[config.mk]
export PLATFORM = sky130hd
export DESIGN_NAME = alu_acc_seq
export DESIGN_NICKNAME = d
export VERILOG_FILES = /design/src/rtl/alu_pkg.sv /design/src/rtl/alu_core.sv /design/src/rtl/alu_acc_seq.sv
export SDC_FILE = /design/constraint.sdc
export NUM_CORES = 1
export LEC_CHECK = 0
export CAP_MARGIN = 20
export CORE_MARGIN = 2
export CORE_UTILIZATION = 55
export DETAILED_ROUTE_END_ITERATION = 8
export PLACE_DENSITY = 0.9
export SYNTH_ARGS = -nofsm -noshare
export SYNTH_HDL_FRONTEND = slang
export SYNTH_SLANG_ARGS = --single-unit
[constraint.sdc]
create_clock -name clock -period 3.3 [get_ports clock]
set_clock_uncertainty 0.2 [all_clocks]
set_input_delay 0.66 -clock clock [delete_from_list [all_inputs] [get_ports clock]]
set_output_delay 0.66 -clock clock [all_outputs]
set_load 0.01 [all_outputs]
[src/rtl/alu_pkg.sv]
// -----------------------------------------------------------------------------
// alu_pkg
// Shared definitions for the accumulator ALU sequencer and its datapath:
//   - 3-bit opcode constants
//   - sequencer state encoding
//   - bit positions of the {N,Z,C,V} status flags
//   - small helpers for opcode classification and flag packing
// Optional feature macro used by the importing files: ALU_FLAGS_EN
// -----------------------------------------------------------------------------
package alu_pkg;

    // Opcodes carried on cmd_op
    localparam logic [2:0] OP_LOAD = 3'b000;  // result = B
    localparam logic [2:0] OP_ADD  = 3'b001;  // result = A + B
    localparam logic [2:0] OP_SUB  = 3'b010;  // result = A - B
    localparam logic [2:0] OP_AND  = 3'b011;  // result = A & B
    localparam logic [2:0] OP_OR   = 3'b100;  // result = A | B
    localparam logic [2:0] OP_XOR  = 3'b101;  // result = A ^ B
    localparam logic [2:0] OP_SHL  = 3'b110;  // result = A << 1
    localparam logic [2:0] OP_NOP  = 3'b111;  // no write-back, flags kept

    // Sequencer states
    typedef enum logic [1:0] {
        ST_IDLE  = 2'b00,
        ST_READ  = 2'b01,
        ST_EXEC  = 2'b10,
        ST_WRITE = 2'b11
    } state_e;

    // Flag vector layout is {N,Z,C,V}
    localparam int FLAG_W = 4;
    localparam int FLAG_N = 3;
    localparam int FLAG_Z = 2;
    localparam int FLAG_C = 1;
    localparam int FLAG_V = 0;

    // Every opcode except NOP writes the accumulator and updates the flags
    function automatic logic op_has_effect(input logic [2:0] op);
        return (op != OP_NOP);
    endfunction

    // Place individual flag bits at their architectural positions
    function automatic logic [FLAG_W-1:0] pack_flags(input logic n, input logic z,
                                                     input logic c, input logic v);
        logic [FLAG_W-1:0] f;
        f         = 4'b0000;
        f[FLAG_N] = n;
        f[FLAG_Z] = z;
        f[FLAG_C] = c;
        f[FLAG_V] = v;
        return f;
    endfunction

endpackage

[src/rtl/alu_core.sv]
// -----------------------------------------------------------------------------
// alu_core
// Purely combinational 8-bit ALU datapath used once by alu_acc_seq.
// All arithmetic wraps modulo 256.
// Ports:
//   op_i      [2:0]  opcode (alu_pkg OP_*)
//   a_i       [7:0]  operand A (sampled accumulator)
//   b_i       [7:0]  operand B (command operand)
//   result_o  [7:0]  8-bit result
//   n_o/z_o/c_o/v_o  raw status flags (only when ALU_FLAGS_EN is defined)
// Optional feature macro: ALU_FLAGS_EN
// -----------------------------------------------------------------------------
module alu_core
    import alu_pkg::*;
(
    input  logic [2:0] op_i,
    input  logic [7:0] a_i,
    input  logic [7:0] b_i,
    output logic [7:0] result_o
`ifdef ALU_FLAGS_EN
    ,
    output logic       n_o,
    output logic       z_o,
    output logic       c_o,
    output logic       v_o
`endif
);

    // Result selection; assignment to an 8-bit target truncates add/sub/shift
    always_comb begin
        result_o = a_i;
        case (op_i)
            OP_LOAD: result_o = b_i;
            OP_ADD:  result_o = a_i + b_i;
            OP_SUB:  result_o = a_i - b_i;
            OP_AND:  result_o = a_i & b_i;
            OP_OR:   result_o = a_i | b_i;
            OP_XOR:  result_o = a_i ^ b_i;
            OP_SHL:  result_o = {a_i[6:0], 1'b0};
            OP_NOP:  result_o = a_i;
            default: result_o = a_i;
        endcase
    end

`ifdef ALU_FLAGS_EN
    logic add_carry_s;
    logic sub_borrow_s;

    assign add_carry_s  = ((9'(a_i) + 9'(b_i)) > 9'd255);
    assign sub_borrow_s = (a_i < b_i);

    // Carry/overflow per opcode; overflow compares operand signs with the result sign
    always_comb begin
        c_o = 1'b0;
        v_o = 1'b0;
        case (op_i)
            OP_ADD: begin
                c_o = add_carry_s;
                v_o = (a_i[7] == b_i[7]) && (result_o[7] != a_i[7]);
            end
            OP_SUB: begin
                c_o = sub_borrow_s;
                v_o = (a_i[7] != b_i[7]) && (result_o[7] != a_i[7]);
            end
            OP_SHL: begin
                c_o = a_i[7];
                v_o = 1'b0;
            end
            default: begin
                c_o = 1'b0;
                v_o = 1'b0;
            end
        endcase
    end

    assign n_o = result_o[7];
    assign z_o = (result_o == 8'd0);
`endif

endmodule

[src/rtl/alu_acc_seq.sv]
// -----------------------------------------------------------------------------
// alu_acc_seq
// Four-state sequencer (IDLE -> READ -> EXEC -> WRITE) that accepts one ALU
// command, samples the external accumulator after READ_WAIT cycles, computes
// the result through alu_core and writes it back with a one-cycle strobe.
// Latency from accepting edge to WRITE cycle is READ_WAIT+2; a continuously
// offered stream is accepted every READ_WAIT+3 cycles.
// Parameters:
//   READ_WAIT   cycles spent in READ before acc_q is sampled (1..15)
// Ports:
//   clock        rising-edge clock
//   reset        asynchronous, active-high reset
//   cmd_valid    command offered
//   cmd_ready    command can be accepted (IDLE only)
//   cmd_op       [2:0] opcode
//   cmd_operand  [7:0] operand B
//   acc_q        [7:0] current accumulator value (operand A)
//   acc_d        [7:0] write-back value, holds last written result
//   acc_update   write strobe, one cycle in WRITE (never for NOP)
//   done         one-cycle completion pulse in WRITE (every opcode)
//   busy         high outside IDLE
//   flags        [3:0] {N,Z,C,V} (only when ALU_FLAGS_EN is defined)
// Optional feature macro: ALU_FLAGS_EN
// -----------------------------------------------------------------------------
module alu_acc_seq
    import alu_pkg::*;
#(
    parameter int READ_WAIT = 1
)
(
    input  logic       clock,
    input  logic       reset,
    input  logic       cmd_valid,
    output logic       cmd_ready,
    input  logic [2:0] cmd_op,
    input  logic [7:0] cmd_operand,
    input  logic [7:0] acc_q,
    output logic [7:0] acc_d,
    output logic       acc_update,
    output logic       done,
    output logic       busy
`ifdef ALU_FLAGS_EN
    ,
    output logic [3:0] flags
`endif
);

    // Counter value on the final READ cycle
    localparam logic [3:0] WAIT_LAST = 4'(READ_WAIT - 1);

    state_e     state_q, state_d;
    logic [3:0] cnt_q,   cnt_d;
    logic [2:0] op_q,    op_d;
    logic [7:0] b_q,     b_d;
    logic [7:0] a_q,     a_d;
    logic [7:0] wb_q,    wb_d;
    logic       upd_q,   upd_d;
    logic       done_q,  done_d;
    logic       ready_q, ready_d;
    logic       busy_q,  busy_d;

    logic [7:0] alu_res_s;

`ifdef ALU_FLAGS_EN
    logic       alu_n_s;
    logic       alu_z_s;
    logic       alu_c_s;
    logic       alu_v_s;
    logic [3:0] flags_q, flags_d;
`endif

    alu_core u_alu (
        .op_i     (op_q),
        .a_i      (a_q),
        .b_i      (b_q),
        .result_o (alu_res_s)
`ifdef ALU_FLAGS_EN
        ,
        .n_o      (alu_n_s),
        .z_o      (alu_z_s),
        .c_o      (alu_c_s),
        .v_o      (alu_v_s)
`endif
    );

    // Next-state, command latching and next values of the registered outputs
    always_comb begin
        state_d = state_q;
        cnt_d   = cnt_q;
        op_d    = op_q;
        b_d     = b_q;
        a_d     = a_q;
        wb_d    = wb_q;
        upd_d   = 1'b0;
        done_d  = 1'b0;
        case (state_q)
            ST_IDLE: begin
                if (cmd_valid && ready_q) begin
                    state_d = ST_READ;
                    cnt_d   = 4'd0;
                    op_d    = cmd_op;
                    b_d     = cmd_operand;
                end else begin
                    state_d = ST_IDLE;
                end
            end
            ST_READ: begin
                // acc_q is captured on the last READ edge only
                if (cnt_q == WAIT_LAST) begin
                    a_d     = acc_q;
                    state_d = ST_EXEC;
                end else begin
                    cnt_d   = cnt_q + 4'd1;
                end
            end
            ST_EXEC: begin
                // Result is registered here so WRITE presents it straight from flops
                state_d = ST_WRITE;
                done_d  = 1'b1;
                if (op_has_effect(op_q)) begin
                    upd_d = 1'b1;
                    wb_d  = alu_res_s;
                end else begin
                    upd_d = 1'b0;
                end
            end
            ST_WRITE: begin
                state_d = ST_IDLE;
            end
            default: begin
                state_d = ST_IDLE;
            end
        endcase
        ready_d = (state_d == ST_IDLE);
        busy_d  = (state_d != ST_IDLE);
    end

    // Sequencer registers; reset aborts any command in flight immediately
    always_ff @(posedge clock or posedge reset) begin
        if (reset) begin
            state_q <= ST_IDLE;
            cnt_q   <= 4'd0;
            op_q    <= 3'b000;
            b_q     <= 8'd0;
            a_q     <= 8'd0;
            wb_q    <= 8'd0;
            upd_q   <= 1'b0;
            done_q  <= 1'b0;
            ready_q <= 1'b1;
            busy_q  <= 1'b0;
        end else begin
            state_q <= state_d;
            cnt_q   <= cnt_d;
            op_q    <= op_d;
            b_q     <= b_d;
            a_q     <= a_d;
            wb_q    <= wb_d;
            upd_q   <= upd_d;
            done_q  <= done_d;
            ready_q <= ready_d;
            busy_q  <= busy_d;
        end
    end

`ifdef ALU_FLAGS_EN
    // Flags follow the result registered in EXEC; NOP keeps the previous flags
    always_comb begin
        flags_d = flags_q;
        if ((state_q == ST_EXEC) && op_has_effect(op_q)) begin
            flags_d = pack_flags(alu_n_s, alu_z_s, alu_c_s, alu_v_s);
        end else begin
            flags_d = flags_q;
        end
    end

    // Flag register
    always_ff @(posedge clock or posedge reset) begin
        if (reset) begin
            flags_q <= 4'b0000;
        end else begin
            flags_q <= flags_d;
        end
    end

    assign flags = flags_q;
`endif

    assign cmd_ready  = ready_q;
    assign busy       = busy_q;
    assign acc_d      = wb_q;
    assign acc_update = upd_q;
    assign done       = done_q;

endmodule

* Word level (Yosys, flattened, before mapping)
Cells that the tools add are included.
Word-level totals: register bits after elaboration 37, latch bits 0, memory bits (writable) 0, ROM bits 0, bits of input ports 22, output and inout bits 12, word-level logic and storage cells 50, memories kept 0
Operators by class: $add $sub $neg 3, multiply operators 0, divide/modulo/power cells 0, magnitude comparators 0, eq/ne operators 13, shift operators 0, mux-type cells 10, bitwise logic cells 3, reductions and logical operators 11
Operator list (count):
- case mux 8 bit (8 select lines) | 1
- equality test 3 bit (second input constant) | 4
- adder 8 bit | 1
- bitwise AND 8 bit | 1
- 2-to-1 mux 4 bit | 2
- bitwise OR 8 bit | 1
- case mux 2 bit (4 select lines) | 1
- case mux 4 bit (2 select lines) | 1
- subtractor 8 bit | 1
- XOR 8 bit | 1
- equality test 3 x 2 -> 1 bit (second input constant) | 2
- AND reduction 2 bit | 3
- adder 4 x 1 -> 4 bit (second input constant) | 1
- equality test 2 bit (second input constant) | 2
- zero test 2 bit | 2
- zero test 4 bit | 1
- 2-to-1 mux 1 bit | 4
- inequality test 2 bit (second input constant) | 2
- nonzero test 2 bit | 2
- equality test 3 x 1 -> 1 bit (second input constant) | 1
- zero test 3 bit | 1
- inequality test 3 bit (second input constant) | 1
- AND reduction 3 bit | 1
- equality test 2 x 1 -> 1 bit (second input constant) | 1
- 2 further kinds | 2

* Logic depth before layout (Yosys ltp)
depth in word-level cells 4, gate-level depth with buffers 10

* By module
From an unflattened synthesis, not the netlist that was laid out.
Unflattened totals: cells, all modules 291, area, all modules 2718.9 µm²
Modules (own cells, without submodules):
- alu_acc_seq | times used 1, cells each 121, area each 1473.9 µm²
- alu_core | times used 1, cells each 170, area each 1244.9 µm²

* Worst setup path before layout
Ideal clock, no wire load.
path kind register to register, start point reg op_q[2], end point reg wb_q[6] (netlist: acc_d[6]), setup time 131 ps, arrival time 2370 ps, data required time 2969 ps, slack 599 ps, cell stages (with the launch flop) 11, path buffers 1, clock period less this slack 2701 ps, path through dfrtp_1 -> buf_4 -> nor3b_4 -> nor2_1 -> xnor2_1 -> ha_1 -> nor2b_1 -> o31a_1 -> o21a_1 -> o211a_1 -> or3_1
On the way: cells in the longest elaborated chain, start to end 2, elaborated cells between the ends (all ways) 11
RTL lines:
- start: declaration | RTL line alu_acc_seq.sv:53 | logic [2:0] op_q, op_d;
- start signal: assignment | RTL line alu_acc_seq.sv:154 | op_q <= op_d;
- equality test 3 bit, or another cell as far along | RTL line alu_core.sv:32 | case (op_i)
- case mux 8 bit (8 select lines) or AND reduction 2 bit (tied branches)
- end signal: assignment | RTL line alu_acc_seq.sv:157 | wb_q <= wb_d;
- end: declaration | RTL line alu_acc_seq.sv:56 | logic [7:0] wb_q, wb_d;
Parallel ways exist; a longest one is shown, timed or not. A chain may end at the register's enable or synchronous reset.

* Final worst setup path
Ends and elaborated chain as after synthesis.

==> results.sh <==
export IMPL_run_status="completed"
export IMPL_clock_fmax_ghz=0.353
export IMPL_synth_simple_gate_area_share=0.146
export IMPL_fillers=328
export IMPL_postCtsHoldBufs=0
export IMPL_multi_input_area_um2=1460
export IMPL_via_per_inst=6.00
export IMPL_synth_compound_area_frac=0.195
export IMPL_ys_async_sr_fraction=1.00
export IMPL_drt_initial_drc_count=220
export IMPL_wl_per_cell_um=15.4
export IMPL_grt_setup_unrepaired="false"
export IMPL_synth_seq_area_share=0.360
export IMPL_synth_mux_area_frac=0.0520
export IMPL_ff_latch_area_um2=927
export IMPL_antenna_found_initial=0
export IMPL_final_hold_viol_count=0
export IMPL_nets=359
export IMPL_dpl_hpwl_um=4060
export IMPL_cts_buffers=5
export IMPL_drt_wl_total_um=5570
export IMPL_synth_edf_count=0
export IMPL_start_util=0.579
export IMPL_leakagePower_nw=1.38
export IMPL_crit_arrival_ns=2.82
export IMPL_grt_pass1_vias=2046
export IMPL_ant_nets=0
export IMPL_grt_first_pass_wirelength_um=9340
export IMPL_yosys_warnings=0
export IMPL_grt_max_degree=38
export IMPL_port_buffer_count=33
export IMPL_clockBufferDepth=2
export IMPL_p_per_area_nw_per_um2=1210
export IMPL_htree_levels=2
export IMPL_ys_seq_elements=37
export IMPL_cts_sinks=37
export IMPL_area_growth_pct=18.2
export IMPL_avgSynthCellArea_um2=9.22
export IMPL_relSlewSlack=0.533
export IMPL_required_ns=3.29
export IMPL_yosys_cell_types_count=52
export IMPL_synth_xor_area_share=0.0404
export IMPL_setup_tns_ns=0
export IMPL_worstMarginPinSlew_ns=0.700
export IMPL_fin_crit_ns=2.84
export IMPL_critical_path_class="flip-flop to flip-flop"
export IMPL_syn_area_um2=2570
export IMPL_fp_coreArea_um2=4440
export IMPL_cts_tree="yes"
export IMPL_drive_above_1_share=0.103
export IMPL_firstDrtPassIters=5
export IMPL_vdd_drop_max_uv=683
export IMPL_synth_top_family_by_area="compound AO/OA/AOI/OAI gates"
export IMPL_start_kind="flip-flop"
export IMPL_vias=2179
export IMPL_post_cts_resized=0
export IMPL_grt_overflow_total=0
export IMPL_finalSetupViolations=0
export IMPL_dieArea_um2=5240
export IMPL_synthAdderAreaFrac=0.134
export IMPL_crit_fanout=7
export IMPL_timing_final_crit_share=0.860
export IMPL_post_cts_setup_buffers=0
export IMPL_ioPinCount=34
export IMPL_maxCapViolCount=0
export IMPL_clkLatencyLatePin_ns=0.30
export IMPL_drc=0
export IMPL_hold_class="flip-flop to flip-flop"
export IMPL_clkTransAtPathRegs_ns=0.08
export IMPL_holdWs_ns=0.280
export IMPL_final_cell_mix="36 x nand2_1, 36 x dfrtp_1, 33 x clkdlybuf4s50_1"
export IMPL_fp_dieW_um=72.4
export IMPL_synthCells=279
export IMPL_root_buffer="clkbuf_8"
export IMPL_diodes=0
export IMPL_synth_nets=328
export IMPL_rows=24
export IMPL_cp_end_kind="flip-flop"
export IMPL_slew_viol_final=0
export IMPL_yosys_most_used_dff="dfrtp_1"
export IMPL_grt_use_total=0.227
export IMPL_place_gp_congestion=0.909
export IMPL_die_h_um=72.4
layer usage:
metal  track usage  up-vias  part of all wire
met4        0.0844        0             0.022
li1              -     1038                 -
met1         0.312     1023              0.43
met3        0.0375       15             0.086
met5             0        -                 0
met2         0.364      103              0.46
cell families after synthesis:
kind of cell / count (synthesis)
fa+ha+maj: 27
compound gates: 72
mux: 12
flops: 37
xor+xnor: 11
buf+inv: 43
simple gates: 77
through the flow:
step                total power, mW   util  instances  cell area [um2]  setup WS (ns)
floorplan                      2.67      -        279             2570          0.599
global placement               3.11  0.659        355             2930          0.593
detailed placement             3.24  0.659        355             2930          0.535
CTS                            3.67  0.684        363             3040          0.504
global route                   4.01  0.684        363             3040          0.340
finish                         3.69  0.684        363             3040          0.463
cell type report:
class	count	area share
sequential	37	0.305
tap	52	0.0214
inverter	30	0.0370
clock buffer	5	0.0226
timing repair buffer	37	0.118
multi-input combinational	199	0.480
clock inverter	3	0.0152
state kept, by name (all words and copies together) (netlist names):
signal	flops
cnt_q	4
op_q	3
state_q	2
busy	1
a_q	8
done	1
acc_d	8
acc_update	1
cmd_ready	1
b_q	8
cell usage after synthesis, types with 4 or more instances:
master    instances  area share
a21oi_1           9       0.017
a221oi_1          4       0.014
a22oi_1           6       0.017
a31oi_1           4      0.0097
buf_2             4      0.0078
buf_4             5       0.015
clkbuf_1          4      0.0058
dfrtp_1          36        0.35
ha_1             26        0.13
inv_1            30       0.044
mux2_2           11       0.048
nand2_1          36       0.053
nand3_1           6       0.012
nor2_1           12       0.017
nor2b_1           5       0.012
o21ai_0          20       0.039
or3_1             4      0.0097
xnor2_1           8       0.027
path summary, 6_finish.rpt:
path	endpoint	slack, ns	start	cells past startpoint
min	acc_d[4]	0.28	acc_d[4]	2
min in group asynchronous	acc_d[5]	0.56	reset	3
max in group asynchronous	cmd_ready	2.00	reset	3
min reg2reg	acc_d[4]	0.28	acc_d[4]	2
max	acc_d[6]	0.46	op_q[2]	8
max reg2reg	acc_d[6]	0.46	op_q[2]	8
power breakdown:
group          switching (mW)  internal (mW)  total [mW]  leakage, nW
sequential              0.214          0.664       0.878        0.455
combinational            1.30           1.11        2.41        0.871
clock                   0.177          0.226       0.403       0.0543
total                    1.69           2.00        3.69         1.38
worst max-delay path: stages, from the launching register on:
cell and delay, ns:
dfrtp_1 0.43, nor3b_4 0.35, mux2_2 0.42, fa_1 0.45
nor2b_1 0.19, o31a_1 0.18, o21a_1 0.14, o41ai_1 0.06
or3_1 0.30
(Power assumes the default switching activity.)
==> RTL change (same settings) <==
Add a define of `ALU_FLAGS_EN`.
--- a/src/rtl/alu_core.sv
+++ b/src/rtl/alu_core.sv
@@ -11,4 +11,6 @@
 // Optional feature macro: ALU_FLAGS_EN
 // -----------------------------------------------------------------------------
+`define ALU_FLAGS_EN
+
 module alu_core
     import alu_pkg::*;
Check against the original RTL (old outputs only; new: flags): equivalent (equiv_simple and equiv_induct, registers matched by name and starting in step).
==> RTL change against the original RTL <==
Setup slack lost 0.048 ns. Cell area up 14%. First-iteration DRC count shrank 30%. Critical path type unchanged. Sequential cell count increased by 3. Synthesized area increased by 15%. Total power is 8.2% higher. Routed wire length increased by 16%.
==> RTL change: results <==
[logic_synthesis]
yosys-mux-area-fraction = 0.0633
synthAdderAreaFrac = 0.136
synth-compound-area-share = 0.180
ys_seq_area_frac = 0.338
yosys.area_share.xor_xnor = 0.0266
ys_types = 58

[routing]
dr.pass1.iters = 4
via_count = 2503
routed_wl_um = 6480
drtIter0Drc = 154
wl_per_cell_um = 14.8

[global_route]
grt_usage = 0.225
grt_use_met2 = 0.380
grt_max_degree = 41
grt_pass1_vias = 2404
grt_pass1_wl_um = 10900

[critical_path]
startpoint = "a_q[0]"
cp_slowest_stage_delay_ns = 0.42
crit_slowest_cell = "dfrtp_1"
arrival_ns = 2.92

[power]
p_leak_nw = 1.60
pg_seq_uw = 964
p_int_mw = 2.15
ir_worst_vdd_uv = 523

[timing]
worst_pin_slew_ns = 0.727

[run_status]
status = "completed"

[place]
gp_congestion = 0.922
[RTL change: cell count changes in the layout (fill, tap and decap cells not counted), moves of 6 or more]
cell	delta
nand2_1	+15
nor2_1	+10
a22oi_1	-6
o21ai_0	+7
[RTL change: per-layer routing]
layer  part of all wire  wire, um
met1               0.44      2880
met2               0.48      3110
met3              0.063       405
met4              0.012        79
met5                  0         0
[RTL change: cell families (layout without fill, tap and decap cells)]
| family | after synthesis | in the layout |
|---|---|---|
| compound gates | 80 | 80 |
| xor+xnor | 9 | 9 |
| fa+ha+maj | 31 | 31 |
| buf+inv | 44 | 78 |
| flops | 40 | 40 |
| mux | 16 | 16 |
| simple gates | 114 | 114 |
[RTL change: cell type report]
class	count	area [um^2]
Clock buffer	6	72.6
Clock inverter	2	35.0
Fill cell	417	1660
Inverter	26	97.6
Multi-Input combinational cell	250	1760
Sequential cell	40	1000
Tap cell	70	87.6
Timing Repair Buffer	44	423
[RTL change: path summary, 6_finish.rpt]
| kind | end | slack (ns) | cells after the start |
|---|---|---|---|
| worst max-delay path | flags[2] | 0.42 | 10 |
| worst min-delay path | acc_d[4] | 0.27 | 2 |
| worst max register to register | flags[2] | 0.42 | 10 |
| worst min register to register | acc_d[4] | 0.27 | 2 |
| max in group asynchronous | cmd_ready | 1.94 | 3 |
| min in group asynchronous | done | 0.59 | 3 |
[RTL change: per-stage QoR]
stage                     power, mW  area [um^2]  hold slack (ns)  utilization  setup WS, ns
after floorplan                2.91         2960            0.306            -         0.598
after global placement         3.49         3370            0.257        0.657         0.496
after detailed placement       3.56         3370            0.263        0.657         0.459
after CTS                      3.98         3480            0.282        0.677         0.435
after global routing           4.34         3480            0.295        0.677         0.273
final                          4.00         3480            0.274        0.677         0.415
